`config.mk`:
```
export PLATFORM = sky130hd
export DESIGN_NAME = mem_request_initiator
export DESIGN_NICKNAME = d
export VERILOG_FILES = /design/src/rtl/beta_mem_pkg.sv /design/src/rtl/mem_wait_timer.sv /design/src/rtl/mem_request_initiator.sv
export SDC_FILE = /design/constraint.sdc
export NUM_CORES = 1
export LEC_CHECK = 0
export BUFFER_PORTS_ARGS = -buffer_cell sky130_fd_sc_hd__clkbuf_2
export CAP_MARGIN = 20
export CORE_ASPECT_RATIO = 1.25
export CORE_MARGIN = 4
export CORE_UTILIZATION = 40
export DETAILED_ROUTE_END_ITERATION = 10
export HOLD_SLACK_MARGIN = 0.06
export PLACE_DENSITY_LB_ADDON = 0.2
export SLEW_MARGIN = 20
export SYNTH_ARGS = -nofsm -noshare
export SYNTH_HDL_FRONTEND = slang
export SYNTH_SLANG_ARGS = --single-unit
export TNS_END_PERCENT = 100
```
`constraint.sdc`:
```
create_clock -name clk -period 1.5 [get_ports clk]
set_input_delay 0.3 -clock clk [delete_from_list [all_inputs] [get_ports clk]]
set_output_delay 0.3 -clock clk [all_outputs]
set_load 0.05 [all_outputs]
```
`src/rtl/beta_mem_pkg.sv`:
```
// ============================================================================
// Module   : beta_mem_pkg
// Purpose  : Shared types and constants for the Beta CPU memory request path.
// Revision : 1.0 - initial release
// ============================================================================
`default_nettype none

package beta_mem_pkg;

    localparam int DWIDTH_DEFAULT = 32;
    localparam int AWIDTH_DEFAULT = 16;

    // Controller RW encoding; the controller's write enable is ~RW.
    localparam logic RW_READ  = 1'b1;
    localparam logic RW_WRITE = 1'b0;

    typedef enum logic [2:0] {
        IDLE    = 3'd0,
        ISSUE   = 3'd1,
        WAIT_LO = 3'd2,
        WAIT_HI = 3'd3,
        DONE    = 3'd4
    } mem_state_t;

endpackage

`default_nettype wire

```
`src/rtl/mem_wait_timer.sv`:
```
// ============================================================================
// Module   : mem_wait_timer
// Purpose  : Saturating wait counter with clear/enable; flags the final cycle.
// Revision : 1.0 - initial release
// ============================================================================
`default_nettype none

module mem_wait_timer #(
    parameter int LIMIT = 64
) (
    input  logic clk,
    input  logic rst_n,
    input  logic clear,
    input  logic enable,
    output logic expired
);

    localparam int CW = $clog2(LIMIT + 1);

    logic [CW-1:0] count;

    always_ff @(posedge clk or negedge rst_n) begin
        if (!rst_n) begin
            count <= '0;
        end else if (clear) begin
            count <= '0;
        end else if (enable && (count != CW'(LIMIT))) begin
            count <= count + 1'b1;
        end
    end

    // Asserted during the last allowed wait cycle so the FSM leaves on the
    // edge where the count would reach LIMIT.
    assign expired = (count >= CW'(LIMIT - 1));

endmodule

`default_nettype wire

```
`src/rtl/mem_request_initiator.sv`:
```
// ============================================================================
// Module   : mem_request_initiator
// Purpose  : CPU-side initiator for the Valid/RW/Addr/Ready memory protocol.
//            Optional wait timeout enabled by defining MEM_TIMEOUT_EN.
// Revision : 1.0 - initial release
// ============================================================================
`default_nettype none

module mem_request_initiator
    import beta_mem_pkg::*;
#(
    parameter int DWIDTH         = DWIDTH_DEFAULT,
    parameter int AWIDTH         = AWIDTH_DEFAULT,
    parameter int TIMEOUT_CYCLES = 64
) (
    input  logic              clk,
    input  logic              rst_n,
    input  logic              cpu_req,
    input  logic              cpu_we,
    input  logic [AWIDTH-1:0] cpu_addr,
    input  logic [DWIDTH-1:0] cpu_wdata,
    output logic              cpu_busy,
    output logic              cpu_done,
    output logic [DWIDTH-1:0] cpu_rdata,
    output logic              cpu_err,
    output logic              mem_valid,
    output logic              mem_rw,
    output logic [AWIDTH-1:0] mem_addr,
    input  logic              mem_ready,
    output logic [DWIDTH-1:0] mem_data_out,
    output logic              mem_data_oe,
    input  logic [DWIDTH-1:0] mem_data_in
);

    mem_state_t state;
    mem_state_t state_nxt;
    logic       timed_out;

`ifdef MEM_TIMEOUT_EN
    logic timer_expired;

    mem_wait_timer #(
        .LIMIT   (TIMEOUT_CYCLES)
    ) u_wait_timer (
        .clk     (clk),
        .rst_n   (rst_n),
        .clear   (state == ISSUE),
        .enable  ((state == WAIT_LO) || (state == WAIT_HI)),
        .expired (timer_expired)
    );

    // Timeout only wins when the normal Ready transition is not happening.
    assign timed_out = timer_expired &&
                       (((state == WAIT_LO) && mem_ready) ||
                        ((state == WAIT_HI) && !mem_ready));

    always_ff @(posedge clk or negedge rst_n) begin
        if (!rst_n) begin
            cpu_err <= 1'b0;
        end else begin
            cpu_err <= timed_out;
        end
    end
`else
    // The timeout limit has no effect without the timer.
    logic unused_timeout_cfg;
    assign unused_timeout_cfg = (TIMEOUT_CYCLES > 0);
    assign timed_out          = 1'b0;
    assign cpu_err            = 1'b0;
`endif

    always_ff @(posedge clk or negedge rst_n) begin
        if (!rst_n) begin
            state <= IDLE;
        end else begin
            state <= state_nxt;
        end
    end

    always_comb begin
        state_nxt = state;
        case (state)
            IDLE:    if (cpu_req) state_nxt = ISSUE;
            ISSUE:   state_nxt = WAIT_LO;
            WAIT_LO: begin
                if (!mem_ready) begin
                    state_nxt = WAIT_HI;
                end else if (timed_out) begin
                    state_nxt = DONE;
                end
            end
            WAIT_HI: begin
                if (mem_ready || timed_out) begin
                    state_nxt = DONE;
                end
            end
            DONE:    state_nxt = IDLE;
            default: state_nxt = IDLE;
        endcase
    end

    // Request fields are registered on the accept edge so they are already
    // presented during ISSUE and stay frozen until the DONE exit edge.
    always_ff @(posedge clk or negedge rst_n) begin
        if (!rst_n) begin
            mem_valid    <= 1'b0;
            mem_rw       <= RW_READ;
            mem_addr     <= '0;
            mem_data_out <= '0;
            mem_data_oe  <= 1'b0;
            cpu_rdata    <= '0;
        end else begin
            mem_valid <= (state == IDLE) && cpu_req;
            case (state)
                IDLE: begin
                    if (cpu_req) begin
                        mem_rw      <= cpu_we ? RW_WRITE : RW_READ;
                        mem_addr    <= cpu_addr;
                        mem_data_oe <= cpu_we;
                        if (cpu_we) begin
                            mem_data_out <= cpu_wdata;
                        end
                    end
                end
                WAIT_LO: begin
                    if (state_nxt == DONE) begin
                        mem_data_oe <= 1'b0;
                    end
                end
                WAIT_HI: begin
                    if (state_nxt == DONE) begin
                        mem_data_oe <= 1'b0;
                    end
                    if (mem_ready && (mem_rw == RW_READ)) begin
                        cpu_rdata <= mem_data_in;
                    end
                end
                DONE:    mem_rw <= RW_READ;
                default: ;
            endcase
        end
    end

    assign cpu_busy = (state != IDLE);
    assign cpu_done = (state == DONE);

endmodule

`default_nettype wire

```
Yosys cells after proc, flatten, opt, wreduce, memory -nomap -nowiden
Index checks and enable logic that the tools add are counted.
W data, S select, Z words.
- bits in registers: 86
- input port bits: 85
- equality and inequality tests: 7
- mux-type cells: 10
- reduce and logical (&&, ||, !) cells: 12
- operators with widths (cell ; count):
    $pmux W3 S4 ; 1
    $mux W3 ; 3
    $eq A3 B2 Y1 const B ; 2
    $eq A3 B3 Y1 const B ; 2
    $reduce_and A2 Y1 ; 3
    $reduce_and A3 Y1 ; 2
    $mux W1 ; 4
    $pmux W1 S2 ; 2
    $reduce_bool A2 Y1 ; 2
    $eq A3 B1 Y1 const B ; 1
    $logic_not A3 Y1 ; 1
    $reduce_bool A3 Y1 ; 1
    $logic_and A1 B1 Y1 ; 2
    $ne A2 B1 Y1 const B ; 1
    $ne A2 B2 Y1 const B ; 1
    $reduce_or A2 Y1 ; 1

Longest topological paths before layout
- word-level depth: 5
- mapped depth: 5

Worst setup path after synthesis
No wires, ideal clock.
- path type: register to register
- start point: reg state[0]
- end point: reg mem_rw
- library setup time: 0.073 ns
- arrival: 1.866 ns
- required time: 1.427 ns
- setup slack: -0.439 ns
- cell stages (with the launch flop): 3
- buffers on the path: 0
- clock period less this slack: 1.939 ns
- path through: dfrtp_1 -> nor3b_1 -> o21bai_1
- cells in the longest elaborated chain, start to end: 3
- elaborated cells between the ends (all ways): 6
- RTL lines (item ; RTL line ; text):
    start, declared ; mem_request_initiator.sv:35 ; mem_state_t state;
    start signal, assigned ; mem_request_initiator.sv:76 ; state <= state_nxt;
    $eq A3 B3 Y1 (*) ; n/a ;
    named net cpu_done ; mem_request_initiator.sv:23 ; output logic cpu_done,
    $reduce_bool A2 Y1 (no line) ; n/a ;
    $reduce_and A2 Y1 (no line) ; n/a ;
    end signal, assigned ; mem_request_initiator.sv:117 ; mem_rw <= cpu_we ? RW_WRITE : RW_READ;
    end, declared ; mem_request_initiator.sv:27 ; output logic mem_rw,
Mark *: on every way through the listed nets, which the timed path passes. The rest lies on a longest branch.
A chain may end at the register's enable or synchronous reset.

Worst setup path in the final report
- start point: reg state[0]
- end point: out cpu_busy
- cells in the longest elaborated chain, start to end: 1
- RTL lines (item ; RTL line ; text):
    $reduce_bool A3 Y1 ; mem_request_initiator.sv:144 ; assign cpu_busy = (state != IDLE);
    end, declared ; mem_request_initiator.sv:22 ; output logic cpu_busy,
No other way between the ends.

==> results.md <==
* Die footprint at 9610 um^2
* Final Skew at 0.00555 ns
* Placer Congestion at 0.729
* XOR/XNOR Fraction of Synth Area at 0
* Top Ports at 171
* Final Max Slew Viols at 0
* Arr. time, crit path at 1.43 ns
* Fmax at 0.577 GHz
* # diodes at 0
* Initial DRC Count at 58
* Hold slack at 0.159 ns
* Endpoint class of the critical path: output pin
* Slowest cell on the critical path: dfrtp_1
* Setup WS post-layout at -0.234 ns
* Pin count of the biggest net entering global routing at 48
* Share of cells above drive strength 1 at 0.756
* H-tree Lvls at 3
* RSZ-0062 raised after global routing: true
* Top cells by area, synth: dfrtp_1 (66%), mux2_2 (17%), mux2_1 (10%)
* Area share of the largest cell type after synthesis at 0.656
* Synth-to-Final Area Change at 56.3%
* Fin. Hold Viols at 0
* Final nets at 478
* Area leader, netlist: dfrtp_1
* Wire per inst at 17.6 um
* Core area at 7840 um^2
* Simple-Gate Fraction of Synth Area at 0.0251
* Via density at 4.83
* Remaining antenna violation count after routing at 0
* Fillers at 611
* DRC at 0
* Max FO, Critical Path at 5
* Worst-path clk slew at 0.08 ns
* Worst skew pair latency at 0.35 ns
* Slowest Stage Delay on Critical Path at 0.41 ns
* Nature of the critical path startpoint: flop
* Core Rows at 36
* Yosys warns at 0
* Min cycle time layout at 1.73 ns
* Final period util at 1.16
* Detail Placement HPWL at 5.75 mm
* Die span in x at 88.5 um
* Worst path cell trace: buf_6 > or3_4 > buf_8
* Failing checks: negative setup slack
* Unique masters post-synth at 20
* #FFs+latches synth at 86
* Routed WL at 8.69 mm
* Post-Syn Nets at 277
* CTS max path bufs at 2
* DR pass1 iterations at 4
* Cell area after synthesis at 3240 um^2
* CTS Sinks at 86
* Sequential fraction of the synthesis area at 0.664
* Complex-gate fraction of the synthesized area at 0.00618
* Largest family of logic cells by synthesized area: multiplexers
* GRT Util Overall at 0.177
* IO Port Bufs at 169
* Setup-failing EPs final at 85
* GRT overflow at 0
* Post-synthesis mux area share at 0.278
* CTS buffer count at 9
* Die height at 109 um
* Root Buffer Master: clkbuf_8
* Initial antenna violation count at 0
* Global-route wire length before repair at 12.7 mm
* Outcome: complete, but fails checks
* # Max-Cap Violations at 0
* Post-Synth Adder-Cell Area at 0
* Vias after detailed routing at 2382
* Synthesized netlist cell count at 192
* Syn Area/Cell at 16.9 um^2
* Vias in the first global route at 2523
* WS Path Type: reg -> out
* Starting Density at 0.413
* Worst Path Required at 1.20 ns
* CTS tree: yes
* Hold Crit Class: in -> reg
synth_stat cells, drive strengths merged:
cell type and number:
nor2 3, mux2 80, o21ai 1, a21o 1
or3 1, dfrtp 85, dfstp 1, and2 1
buf 10, or2 1, o21bai 1, nand2 1
nor3b 2, conb 1, nor4b 1, and4b 1
nand3 1
cells in the final DEF, fill, tap and decap left out, types with 2 or more instances in the layout:
master        n
bufinv_16     2
dfrtp_1      85
clkbuf_16     3
clkbuf_2    165
mux2_2       30
buf_12        5
mux2_4       46
clkinvlp_4    2
clkinv_2      2
buf_16        3
mux2_1        4
buf_8         4
buf_4         9
buf_6         9
nor2_4        2
clkbuf_8     11
flip-flops by register name, indices dropped and copies added, names as in the netlist:
signal and count:
mem_addr 16, mem_data_oe 1, mem_rw 1, mem_valid 1, state 3, mem_data_out 32
cpu_rdata 32
worst max-delay path, delay by kind of cell (launching register included):
family	cells	cell delay, ns
simple gates	1	0.38
flops	1	0.41
buf+inv	2	0.30
logic make-up after synthesis:
group / after synthesis
other: 1
multiplexers: 80
buffers and inverters: 10
flip-flops: 86
AND/OR/NAND/NOR: 12
AO/OA/AOI/OAI: 3
worst paths after layout:
check / startpoint / endpoint / slack, ns / depth (start not counted)
min in group asynchronous: rst_n / mem_data_out[17] / 0.36 / 2
max reg2reg: state[1] / mem_data_out[29] / -0.23 / 6
min reg2reg: mem_data_out[28] / mem_data_out[28] / 0.49 / 1
min: cpu_wdata[28] / mem_data_out[28] / 0.16 / 2
max: state[0] / cpu_busy / -0.23 / 3
max in group asynchronous: rst_n / cpu_rdata[25] / 0.61 / 3
cell type report:
class | instances | area [um^2] | area share
clock buffers | 10 | 138 | 0.0272
clock inverters | 6 | 85.1 | 0.0168
multi-input cells | 96 | 1230 | 0.243
flip-flops and latches | 86 | 2150 | 0.425
well taps | 95 | 119 | 0.0235
repair buffers | 200 | 1340 | 0.264
routing by layer:
metal | routed length (um) | track usage
met1 | 3440 | 0.213
met2 | 4360 | 0.297
met3 | 723 | 0.0454
met4 | 158 | 0.0799
met5 | 0 | 0
what timing repair did:
action | 4_1_cts | 5_1_grt
pin swaps | 1 | 6
gates resized for setup | 33 | 58
setup endpoints to repair | 81 | 85
hold buffers | 1 | 0
endpoints found under the hold margin | 16 | 0
cloned | 6 | 3
buffers inserted | 10 | 4
stage by stage:
step	cells	util	instance area, um^2	TNS [ns]	setup WS, ns
global placement	457	0.544	4260	-3.34	-0.0922
finish	493	0.646	5060	-13.56	-0.234
CTS	490	0.617	4830	-13.93	-0.255
floorplan	192	-	3250	-1.81	-0.0655
global route	493	0.646	5060	-18.62	-0.284
detailed placement	457	0.544	4260	-5.41	-0.143
Power is not shown: default switching activity piles up to over one toggle a cycle in this logic, so the estimate is an artifact.
